File: src/rtl/corevx_tlb_pkg.sv
// Shared command encodings, widths and controller state for the corevx TLB slice.
package corevx_tlb_pkg;

  localparam int unsigned VPN_W = 20;
  localparam int unsigned PPN_W = 22;
  localparam int unsigned TAG_W = 8;

  localparam logic [1:0] TLB_CMD_NONE       = 2'd0;
  localparam logic [1:0] TLB_CMD_RESOLVE    = 2'd1;
  localparam logic [1:0] TLB_CMD_WRITE      = 2'd2;
  localparam logic [1:0] TLB_CMD_INVALIDATE = 2'd3;

  typedef enum logic {
    ST_FLUSH = 1'b0,
    ST_READY = 1'b1
  } tlb_ctrl_state_e;

endpackage

// Legacy command macros resolve to the package constants so old call sites keep working.
`ifndef TLB_CMD_NONE
`define TLB_CMD_NONE corevx_tlb_pkg::TLB_CMD_NONE
`endif
`ifndef TLB_CMD_RESOLVE
`define TLB_CMD_RESOLVE corevx_tlb_pkg::TLB_CMD_RESOLVE
`endif
`ifndef TLB_CMD_WRITE
`define TLB_CMD_WRITE corevx_tlb_pkg::TLB_CMD_WRITE
`endif
`ifndef TLB_CMD_INVALIDATE
`define TLB_CMD_INVALIDATE corevx_tlb_pkg::TLB_CMD_INVALIDATE
`endif

File: src/rtl/corevx_tlb_ctrl.sv
// Owns the corevx_tlb command port: invalidate walk after reset/flush, then
// arbitrates flush > refill write > resolve and returns resolve responses a cycle later.
module corevx_tlb_ctrl
  import corevx_tlb_pkg::*;
#(
  parameter int unsigned ENTRIES_W = 1
) (
  input  logic                 clk,
  input  logic                 rst,
  input  logic                 flush_req,
  output logic                 flush_done,
  output logic                 busy,
  input  logic                 wr_valid,
  output logic                 wr_ready,
  input  logic [VPN_W-1:0]     wr_vaddr,
  input  logic [PPN_W-1:0]     wr_phys,
  input  logic [TAG_W-1:0]     wr_accesstag,
  input  logic                 rs_valid,
  output logic                 rs_ready,
  input  logic [VPN_W-1:0]     rs_vaddr,
  output logic                 rs_resp_valid,
  output logic                 rs_hit,
  output logic [TAG_W-1:0]     rs_accesstag,
  output logic [PPN_W-1:0]     rs_phys,
  output logic [1:0]           tlb_command,
  output logic [ENTRIES_W-1:0] tlb_invalidate_set_index,
  output logic [VPN_W-1:0]     tlb_virtual_address_w,
  output logic [PPN_W-1:0]     tlb_phys_w,
  output logic [TAG_W-1:0]     tlb_accesstag_w,
  output logic [VPN_W-1:0]     tlb_virtual_address,
  input  logic                 tlb_hit,
  input  logic [TAG_W-1:0]     tlb_accesstag_r,
  input  logic [PPN_W-1:0]     tlb_phys_r
);

  localparam logic [ENTRIES_W-1:0] LAST_SET = {ENTRIES_W{1'b1}};

  tlb_ctrl_state_e      state_q, state_d;
  logic [ENTRIES_W-1:0] set_q, set_d;
  logic                 flush_done_q, flush_done_d;
  logic                 resp_valid_q, resp_valid_d;
  logic                 accept_s;
  logic                 wr_sel_s;
  logic                 rs_sel_s;

  // Arbitration and command selection for the current cycle.
  always_comb begin
    wr_sel_s                 = 1'b0;
    rs_sel_s                 = 1'b0;
    tlb_command              = TLB_CMD_NONE;
    tlb_invalidate_set_index = {ENTRIES_W{1'b0}};
    accept_s                 = (state_q == ST_READY) && !flush_req;
    if (state_q == ST_FLUSH) begin
      tlb_command              = TLB_CMD_INVALIDATE;
      tlb_invalidate_set_index = set_q;
    end else if (flush_req) begin
      tlb_command = TLB_CMD_NONE;
    end else if (wr_valid) begin
      wr_sel_s    = 1'b1;
      tlb_command = TLB_CMD_WRITE;
    end else if (rs_valid) begin
      rs_sel_s    = 1'b1;
      tlb_command = TLB_CMD_RESOLVE;
    end else begin
      tlb_command = TLB_CMD_NONE;
    end
  end

  assign busy     = (state_q == ST_FLUSH);
  assign wr_ready = accept_s;
  assign rs_ready = accept_s && !wr_valid;

  // Unselected write/resolve fields are forced to zero so the TLB sees clean buses.
  always_comb begin
    tlb_virtual_address_w = {VPN_W{1'b0}};
    tlb_phys_w            = {PPN_W{1'b0}};
    tlb_accesstag_w       = {TAG_W{1'b0}};
    tlb_virtual_address   = {VPN_W{1'b0}};
    if (wr_sel_s) begin
      tlb_virtual_address_w = wr_vaddr;
      tlb_phys_w            = wr_phys;
      tlb_accesstag_w       = wr_accesstag;
    end else if (rs_sel_s) begin
      tlb_virtual_address = rs_vaddr;
    end else begin
      tlb_virtual_address = {VPN_W{1'b0}};
    end
  end

  // Walk sequencing, flush restart and response strobe generation.
  always_comb begin
    state_d      = state_q;
    set_d        = set_q;
    flush_done_d = 1'b0;
    resp_valid_d = rs_sel_s;
    case (state_q)
      ST_FLUSH: begin
        if (flush_req) begin
          set_d = {ENTRIES_W{1'b0}};
        end else if (set_q == LAST_SET) begin
          state_d      = ST_READY;
          set_d        = {ENTRIES_W{1'b0}};
          flush_done_d = 1'b1;
        end else begin
          set_d = set_q + ENTRIES_W'(1'b1);
        end
      end
      ST_READY: begin
        if (flush_req) begin
          state_d = ST_FLUSH;
          set_d   = {ENTRIES_W{1'b0}};
        end else begin
          state_d = ST_READY;
        end
      end
      default: begin
        state_d      = ST_FLUSH;
        set_d        = {ENTRIES_W{1'b0}};
        resp_valid_d = 1'b0;
      end
    endcase
  end

  // State registers; reset restarts the walk at set 0 and drops any pending response.
  always_ff @(posedge clk or posedge rst) begin
    if (rst) begin
      state_q      <= ST_FLUSH;
      set_q        <= {ENTRIES_W{1'b0}};
      flush_done_q <= 1'b0;
      resp_valid_q <= 1'b0;
    end else begin
      state_q      <= state_d;
      set_q        <= set_d;
      flush_done_q <= flush_done_d;
      resp_valid_q <= resp_valid_d;
    end
  end

  assign flush_done    = flush_done_q;
  assign rs_resp_valid = resp_valid_q;
  // The TLB registers its lookup, so its result lines up with our delayed strobe.
  assign rs_hit        = resp_valid_q & tlb_hit;
  assign rs_accesstag  = resp_valid_q ? tlb_accesstag_r : {TAG_W{1'b0}};
  assign rs_phys       = resp_valid_q ? tlb_phys_r : {PPN_W{1'b0}};

endmodule

File: config.mk
export PLATFORM = sky130hd
export DESIGN_NAME = corevx_tlb_ctrl
export DESIGN_NICKNAME = d
export VERILOG_FILES = /design/src/rtl/corevx_tlb_pkg.sv /design/src/rtl/corevx_tlb_ctrl.sv
export SDC_FILE = /design/constraint.sdc
export NUM_CORES = 1
export LEC_CHECK = 0
export ABC_AREA = 0
export CAP_MARGIN = 20
export CORE_AREA = 2 2 84 86
export CTS_BUF_LIST = sky130_fd_sc_hd__clkbuf_16
export DETAILED_ROUTE_END_ITERATION = 7
export DIE_AREA = 0 0 86 88
export PLACE_DENSITY = 0.74
export SLEW_MARGIN = 20
export SYNTH_ARGS = -nofsm -noshare
export SYNTH_HDL_FRONTEND = slang
export SYNTH_SLANG_ARGS = --single-unit
File: constraint.sdc
create_clock -name clk -period 2.48 [get_ports clk]
set_clock_uncertainty 0.2 [all_clocks]
set_input_delay 0.248 -clock clk [delete_from_list [all_inputs] [get_ports clk]]
set_output_delay 0.248 -clock clk [all_outputs]
set_load 0.05 [all_outputs]
# Word level (Yosys, flattened, before mapping)
# Index checks and enable logic that the tools add are counted.
[op_classes]
n_eq_ne = 1
bitwise_logic = 2
reduce_logical = 4
add_sub_neg = 1
n_mux = 28
[ops]
columns = ["operator", "n"]
rows = [
  ["$mux W20", 3],
  ["$mux W22", 2],
  ["$mux W1", 16],
  ["$mux W8", 2],
  ["$mux W2", 3],
  ["$pmux W1 S2", 2],
  ["$logic_and A1 B1 Y1", 2],
  ["$logic_not A1 Y1", 2],
  ["$ne A2 B2 Y1 const B", 1],
  ["$add A1 B1 Y1 const B", 1],
  ["$and A1 B1 Y1", 1],
  ["$not A1 Y1", 1],
]
[word_totals]
output_inout_bits = 109
word_cells = 40
register_bits = 4
input_bits = 106

# Longest topological paths before layout
[depth]
word_depth = 6
mapped_depth = 4
ltp_nobuf = 2

# Worst setup path before layout
# OpenSTA, ideal clock, no wires.
[synth_timing]
path_type = "flip-flop to output port"
from = "register state_q"
to = "output port rs_ready"
t_required_ns = 2.032
stages_incl_launch_ff = 3
n_path_buf = 0
path_slack_ns = 0.278
arrival_time_ns = 1.754
cell_sequence = "dfrtp_1 > inv_1 > nor3_1"
[synth_between]
elab_chain_len = 2
[synth_rtl]
columns = ["element", "line_no", "source"]
rows = [
  ["start, declared", "corevx_tlb_ctrl.sv:38", "tlb_ctrl_state_e state_q, state_d;"],
  ["start signal, assigned", "corevx_tlb_ctrl.sv:132", "state_q <= state_d;"],
  ["$logic_and A1 B1 Y1", "corevx_tlb_ctrl.sv:52", "accept_s = (state_q == ST_READY) && !flush_req;"],
  ["$logic_and A1 B1 Y1", "corevx_tlb_ctrl.sv:71", "assign rs_ready = accept_s && !wr_valid;"],
  ["end, declared", "corevx_tlb_ctrl.sv:19", "output logic rs_ready,"],
]
# Every way passes these cells.

# Worst setup path after layout
[layout_timing]
from = "register resp_valid_q (netlist: rs_resp_valid)"
to = "output port rs_phys[21]"
[layout_between]
elab_chain_len = 1
[layout_rtl]
columns = ["element", "line_no", "source"]
rows = [
  ["start, declared", "corevx_tlb_ctrl.sv:41", "logic resp_valid_q, resp_valid_d;"],
  ["start signal, assigned", "corevx_tlb_ctrl.sv:135", "resp_valid_q <= resp_valid_d;"],
  ["$mux W22", "corevx_tlb_ctrl.sv:144", "assign rs_phys = resp_valid_q ? tlb_phys_r : {PPN_W{1'b0}};"],
  ["end, declared", "corevx_tlb_ctrl.sv:24", "output logic [PPN_W-1:0] rs_phys,"],
]
# Every way passes these cells.

==> impl_metrics.toml <==
[detailed_routing]
drt_drc_violations_left = 0
drt-wirelength-per-cell_um = 13.0
drt-initial-drc-count = 10
routed_wirelength_mm = 5.46
detail_route.vias_per_cell = 3.83
drtAntennaViolNets = 0
dr_total_vias = 1614
drt_pre_antenna_iters = 4

[clock_tree]
cts_htree_levels = 1
postCtsResizedCells = 0
cts_tree = "done"
clock_latency_ns = 0.22
worst_setup_hold_path_clk_slew_ns = 0.03
clock_sinks = 4
hold_buffers = 0
tritoncts.num_buffers = 3
cts_buffer_depth = 2
cts.repair_timing.setup_buffer_count = 0
cts-root-buf = "sky130_fd_sc_hd__clkbuf_16"

[timing]
rsz_0062_raised_after_global_routing = "no"
fmax_mhz = 458
slew_headroom_pct = 64.1
final.setup.tns_ns = 0
worst-slew-pin-transition_ns = 0.537
number_of_slew_limit_violations_in_the_final_report = 0
final_hold_viol_count = 0
period_share_pct = 88.1
setup_violations = 0
finalWorstPathRequiredPeriod_ns = 2.18

[place]
post-dp-hpwl_mm = 5.02
gp_congestion = 0.711
post-place-cells = 418
place.port_buffers = 214

[worst_hold_path]
hold_class = "input port to async pin"

[logic_synthesis]
syn-cell-area_um2 = 872
synth.lib_cells_used.distinct = 12
synth_warnings = 0
syn_avg_cell_area_um2 = 6.61
syn_inst = 132
syn-num-nets = 238
ys_ff_latch = 4
yosysSeqAreaShare_pct = 11.5

[flow_run]
drv_cap = 0

[critical_path]
criticalPathCategory = "flip-flop to output port"
regToRegStartpoint = "state_q"
critical_path_required_ns = 2.03
crit-reg2reg-capture = "rs_resp_valid"
critical_path.max_fanout = 32
critPathLaunchType = "flip-flop"
setup.worst_path.end = "rs_phys[21]"
worst_r2r_path_depth = 2
r2r_slack_ns = 1.31
critical_path.startpoint = "rs_resp_valid"
timing.critical_path.slowest_stage_cell = "sky130_fd_sc_hd__clkdlybuf4s50_1"
cp_cell_sequence = "buf_4 > and2_1 > clkdlybuf4s50_1"
critPathCaptureType = "output port"
critical_path.max_stage_delay_ns = 0.80
worst_ep_arrival_time_ns = 1.74

[floorplan]
rows = 30
core-area_mm2 = 0.00664
chipWidth_um = 86
floorplan.io_pins = 215
die_outline_area_mm2 = 0.00757
die_h_um = 88
initial_core_util_pct = 13.1

[cells_and_area]
layout-area-overhead-vs-synth_pct = 339
postLayoutCoreUtil_pct = 57.7
layout-drive-gt1-share_pct = 27.3
mostFrequentLayoutCells = "sky130_fd_sc_hd__clkdlybuf4s50_1 (127), sky130_fd_sc_hd__and2_1 (101), sky130_fd_sc_hd__buf_12 (71)"
num-fill-cells = 559
leading_cell_type_in_the_layout_fill_and_taps_excluded = "sky130_fd_sc_hd__clkdlybuf4s50_1"
stdcell_count = 421
antenna_cells_inserted = 0
final_net_count = 449

[pwr]
design_power_total_w = 0.000822
leakage_nw = 1.61
pwr_density_cell_mw_per_mm2 = 214
vdd_ir_drop_max_mv = 0.289

[grt]
via_count_of_the_first_global_routing_pass = 1539
overflow_left_after_global_routing = 0
grt_antenna_before_repair = 0
grt_max_degree = 51
global_route.usage.total_pct = 13.2
first_pass_grt_wire_length_mm = 7.85

[run_status]
run_status = "finished, final reports clean"
==> cells in the mapped netlist (all sizes together) <==
cell    instances  area, um^2
and2          101         632
and4bb          1        12.5
a21o            1        7.51
inv             3        11.3
dfrtp           4         100
buf             8        40.0
and3b           1        8.76
clkbuf          3        11.3
nor2b           3        18.8
o21ai           1        5.00
nor2            4        15.0
nor3            2        10.0
==> critical path: cells and delay by family (launching register included) <==
kind	cells	cell delay (ns)
buffers and inverters	2	1.03
flip-flops	1	0.32
AND/OR/NAND/NOR	1	0.16
==> final cells by class <==
type                            instances  area [um^2]  share of cell area, %
Timing Repair Buffer                  217         2840                   74.0
Sequential cell                         4          100                   2.61
Multi-Input combinational cell        114          709                   18.5
Clock buffer                            3         75.1                   1.96
Tap cell                               80          100                   2.61
Inverter                                3         11.3                  0.294
==> through the flow <==
step	instance area (um^2)	hold WS, ns	setup WS, ns
after floorplan	872	-0.186	0.278
after global placement	3760	0.248	0.393
after detailed placement	3760	0.255	0.350
after CTS	3830	0.0170	0.263
after global routing	3830	0.0416	0.175
final	3830	0.0139	0.296
==> metal layers <==
metal / vias to the layer above / global-route usage (%) / wire [um]
met5: - / 0 / 0
met4: 0 / 4.62 / 104
met3: 8 / 4.05 / 550
met2: 103 / 26.7 / 3250
met1: 695 / 12.4 / 1560
li1: 808 / - / -
==> flip-flops by register name, summed over array words and instances (netlist names) <==
name           count
flush_done         1
set_q              1
state_q            1
rs_resp_valid      1
==> cells by family after synthesis <==
kind of cell,after synthesis,share of synthesized area (%)
AND/OR/NAND/NOR,112,79.9
buffers and inverters,14,7.17
flip-flops,4,11.5
AO/OA/AOI/OAI,2,1.43
==> worst min path at each step <==
stage                     to  depth (start not counted)  from
4_1_cts        rs_resp_valid                          2   rst
3_5_place_dp   rs_resp_valid                          2   rst
6_report       rs_resp_valid                          2   rst
5_1_grt           flush_done                          2   rst
3_3_place_gp   rs_resp_valid                          2   rst
2_1_floorplan     flush_done                          1   rst
==> power by group <==
| group | internal (W) | leakage, nW | switching [W] |
|---|---|---|---|
| registers | 0.0000712 | 0.0528 | 0.00000508 |
| logic | 0.000277 | 1.52 | 0.000219 |
| clock network | 0.000206 | 0.0370 | 0.0000439 |
No activity file was read; power rests on OpenSTA's default activity.
